<file path="config.mk">
export PLATFORM = sky130hd
export DESIGN_NAME = fetch_stage
export DESIGN_NICKNAME = d
export VERILOG_FILES = /design/src/rtl/fetch_stage.sv
export SDC_FILE = /design/constraint.sdc
export NUM_CORES = 1
export LEC_CHECK = 0
export CORE_AREA = 2 2 101 103
export DETAILED_ROUTE_END_ITERATION = 16
export DIE_AREA = 0 0 103 105
export DONT_BUFFER_PORTS = 1
export MAX_ROUTING_LAYER = met4
export PLACE_DENSITY = 0.78
export SYNTH_ARGS = -nofsm -noshare
export SYNTH_HDL_FRONTEND = slang
export SYNTH_SLANG_ARGS = --single-unit
</file>
<file path="constraint.sdc">
create_clock -name clk -period 2.7 [get_ports clk]
set_input_delay 0.405 -clock clk [delete_from_list [all_inputs] [get_ports clk]]
set_output_delay 0.405 -clock clk [all_outputs]
set_load 0.005 [all_outputs]
</file>
<file path="src/rtl/fetch_stage.sv">
// Instruction-fetch stage with IF/ID pipeline register.
// Owns the PC, issues imem requests and slices the fetched word into decoder fields.
module fetch_stage #(
    parameter int          XLEN      = 32,
    parameter logic [31:0] RESET_PC  = 32'h0000_0000,
    parameter logic [31:0] NOP_INSTR = 32'h0000_0013
) (
    input  logic            clk,
    input  logic            rst,
    input  logic            stall,
    input  logic            redirect_valid,
    input  logic [XLEN-1:0] redirect_pc,
    output logic            imem_req,
    output logic [XLEN-1:0] imem_addr,
    input  logic [31:0]     imem_rdata,
    input  logic            imem_ready,
    output logic            id_valid,
    output logic [XLEN-1:0] id_pc,
    output logic [31:0]     id_instr,
    output logic [6:0]      id_opcode,
    output logic [2:0]      id_f3,
    output logic            id_f7,
    output logic [24:0]     id_immSample,
    output logic [4:0]      id_rs1,
    output logic [4:0]      id_rs2,
    output logic [4:0]      id_rd,
    output logic [XLEN-1:0] fetch_count
);

    logic [XLEN-1:0] pc_q, pc_d;
    logic [XLEN-1:0] id_pc_q, id_pc_d;
    logic [31:0]     id_instr_q, id_instr_d;
    logic            id_valid_q, id_valid_d;
    logic [XLEN-1:0] fetch_count_q, fetch_count_d;

    // Priority: redirect > stall > ready > wait; a redirect drops any word returned this cycle.
    always_comb begin
        pc_d          = pc_q;
        id_pc_d       = id_pc_q;
        id_instr_d    = id_instr_q;
        id_valid_d    = id_valid_q;
        fetch_count_d = fetch_count_q;
        if (redirect_valid) begin
            pc_d       = {redirect_pc[XLEN-1:2], 2'b00};
            id_valid_d = 1'b0;
            id_instr_d = NOP_INSTR;
        end else if (stall) begin
            // hold everything
        end else if (imem_ready) begin
            pc_d          = pc_q + XLEN'(4);
            id_pc_d       = pc_q;
            id_instr_d    = imem_rdata;
            id_valid_d    = 1'b1;
            fetch_count_d = fetch_count_q + XLEN'(1);
        end else begin
            id_valid_d = 1'b0;
            id_instr_d = NOP_INSTR;
        end
    end

    always_ff @(posedge clk) begin
        if (rst) begin
            pc_q          <= RESET_PC[XLEN-1:0];
            id_pc_q       <= '0;
            id_instr_q    <= NOP_INSTR;
            id_valid_q    <= 1'b0;
            fetch_count_q <= '0;
        end else begin
            pc_q          <= pc_d;
            id_pc_q       <= id_pc_d;
            id_instr_q    <= id_instr_d;
            id_valid_q    <= id_valid_d;
            fetch_count_q <= fetch_count_d;
        end
    end

    assign imem_req     = ~rst & ~stall & ~redirect_valid;
    assign imem_addr    = pc_q;
    assign id_valid     = id_valid_q;
    assign id_pc        = id_pc_q;
    assign id_instr     = id_instr_q;
    assign fetch_count  = fetch_count_q;

    assign id_opcode    = id_instr_q[6:0];
    assign id_f3        = id_instr_q[14:12];
    assign id_f7        = id_instr_q[30];
    assign id_immSample = id_instr_q[31:7];
    assign id_rs1       = id_instr_q[19:15];
    assign id_rs2       = id_instr_q[24:20];
    assign id_rd        = id_instr_q[11:7];

endmodule

</file>
==> impl_metrics.ini <==
[yosys]
ys_types = 56
ys.flop_type = dfxtp_1
ys_seq_elements = 125
synth.top_cells.by_area = dfxtp_1 42%, buf_4 6.9%, nand2_1 5.9%
yosys.area.top_type = dfxtp_1
ys_top_cells_by_count = 125 x dfxtp_1, 94 x nand2_1, 76 x nor2_1
async_flop_share_pct = 0
avgSynthCellArea_sq_um = 8.446
synthDominantCellAreaShare_pct = 41.55
synthesis.instances = 713
synth.cell_area_sq_um = 6022
synth-edff-count = 0
synth_most_common_cell = dfxtp_1
ys_seq_area_share_pct = 41.55
yosysWarnings = 0

[clock_tree]
htree_num_levels = 4
cts_buffers = 17
clockBufferDepth = 2
clkTransAtPathRegs_ns = 0.06
cts_tree = done
clk_latency_ns = 0.52
clock_sinks = 125
cts-root-buf = clkbuf_8
cts_setup_buffers = 0

[drt]
ant_nets = 0
drt_iter0_drc = 326
viasPerCell = 6.285
wl_per_cell_microns = 18.96
vias = 4978
drcViolationCount = 0
wl_mm = 15.02
first_pass_iters = 5

[floorplanning]
core-area_sq_um = 9639
fp-row-count = 36
io_pins = 250
die_h_microns = 105
die_area_sq_um = 10820
start_util_pct = 62.47
die_w_microns = 103

[flow_run]
maxCapViolCount = 0

[pwr]
switchingPower_uw = 998.8
powerDensity_nw_per_um2 = 721.6
p_clk_share_pct = 52.1
power_frac_seq_pct = 43.7
p_leak_uw = 0.002200
vdd_drop_max_mv = 0.3774
p_int_uw = 3550
finalPower_uw = 4548
combPwrFrac_pct = 4.2
p_sw_share_pct = 21.96

[setup_path]
worstPathArrival_ns = 2.64
cp-end-kind = flip-flop
cp_slowest_cell = nor3_2
startpoint_type = flip-flop
worst-setup-path-type = flip-flop to flip-flop
cp_max_fo = 11
cp.required_ns = 3.09
path_cells = nand4_1, nor3_2, a311oi_1, a2111oi_0
max_stage_delay_ns = 0.67

[sta]
clock_skew_ns = 0.01057
tns_ns = 0
slew_viol_final = 0
rsz0062_at_grt = false
hold_ws_ns = 0.03113
fin_crit_ns = 2.253
hold_viol = 0
final-setup-viol-count = 0
fin_crit_sh_pct = 83.44
tightest_slew_ns = 0.7091
max_freq_ghz = 0.4439
slew_headroom_pct = 52.47

[worst_hold_path]
hold_class = input pin to flip-flop

[cells_and_area]
finalNonFillerCells = 792
fin_nets = 717
antenna_cells = 0
area_delta_synth_final_pct = 4.675
final_area_sq_um = 6304
drive_gt1_share_pct = 10.32

[global_routing]
grt_pass1_vias = 4770
grt_use_total_pct = 28.27
grt.overflow.total = 0
grt_max_degree = 77
antenna_found_initial = 0
grt_pass1_wl_mm = 23.38

[placed_design]
routabilityCongestion = 0.8295
portBuffers = 0
place_area_sq_um = 5632
dp_hpwl_mm = 10.28
place_inst = 757

[run_status]
status = finished clean
[metal layers]
layer | vias up | global-route usage, % | routed length (microns)
met3 | 23 | 9.967 | 1451
met2 | 215 | 45.36 | 7466
li1 | 2341 | - | -
met5 | - | - | 0
met4 | 0 | 11.84 | 318
met1 | 2399 | 31.61 | 5780
[worst max-delay path, delay by kind of cell (launching register included)]
kind	cells	cell delay, ns
simple gates	2	0.96
compound gates	2	0.59
flops	1	0.57
[power groups by stage]
stage	clock (uW)	sequential [uW]	combinational [uW]
after floorplan	0	1990	204
after global placement	0	2020	155
after detailed placement	0	2030	165
after CTS	2400	1990	189
after global routing	2490	2000	215
final	2370	1990	190
[through the flow]
step	setup slack (ns)	util, %
final	0.4471	65.39
after global routing	0.2460	65.39
after CTS	0.5225	65.29
after detailed placement	0.5733	58.42
after global placement	0.6615	58.42
after floorplan	0.7647	-
[flip-flops by register name, summed over array words and instances (netlist names)]
name / count
fetch_count: 32
id_instr: 32
id_pc: 30
imem_addr: 30
id_valid: 1
[timing repair]
action | 4_1_cts | 5_1_grt
hold endpoints to repair | 76 | 1
hold buffers | 2 | 1
gates resized for setup | 0 | 0
[worst paths after layout]
path                  startpoint       endpoint  slack [ns]  cells past startpoint
setup / recovery    imem_addr[5]  imem_addr[21]        0.45                      4
hold / removal    redirect_pc[4]   imem_addr[4]        0.03                      2
setup reg to reg    imem_addr[5]  imem_addr[21]        0.45                      4
hold reg to reg        id_pc[10]      id_pc[10]        0.47                      2
[cell families after synthesis]
kind of cell	after synthesis	synth area share, %
compound gates	129	14.40
xor+xnor	21	3.054
fa+ha+maj	2	0.4155
buf+inv	114	11.61
flops	125	41.55
mux	12	2.244
other cells	1	0.06227
simple gates	309	26.66
[layout by cell type, fill, tap and decap left out, types with 3 or more instances in the layout]
cell type     n
dfxtp_1     125
nand2_1      94
nor2_1       76
a21oi_1      45
a22oi_1      29
nor2b_1      20
nand4_1      19
and4_1       17
clkbuf_16    16
xor2_1       14
nor4_1       13
nand3_1      13
mux2_2       12
inv_1        11
a311oi_1     11
buf_4        11
a211oi_1     10
and3_1        9
o31ai_1       9
a2111oi_0     8
or4_1         8
and2_1        7
or3_1         7
xnor2_1       7
nor3_1        6
o21ai_0       6
or2_2         4
conb_1        4
clkbuf_8      4
bufinv_16     4
nand3b_1      3
o22ai_1       3
clkinvlp_4    3
[area by class of cell]
| cell class | instances | area (sq um) |
|---|---|---|
| well taps | 133 | 166.4 |
| flip-flops and latches | 125 | 2502 |
| multi-input cells | 477 | 2839 |
| inverters | 11 | 41.29 |
| clock buffers | 22 | 462.9 |
| repair buffers | 14 | 130.1 |
| fillers | 821 | 3336 |
| clock inverters | 10 | 161.4 |
(Power assumes the default switching activity.)
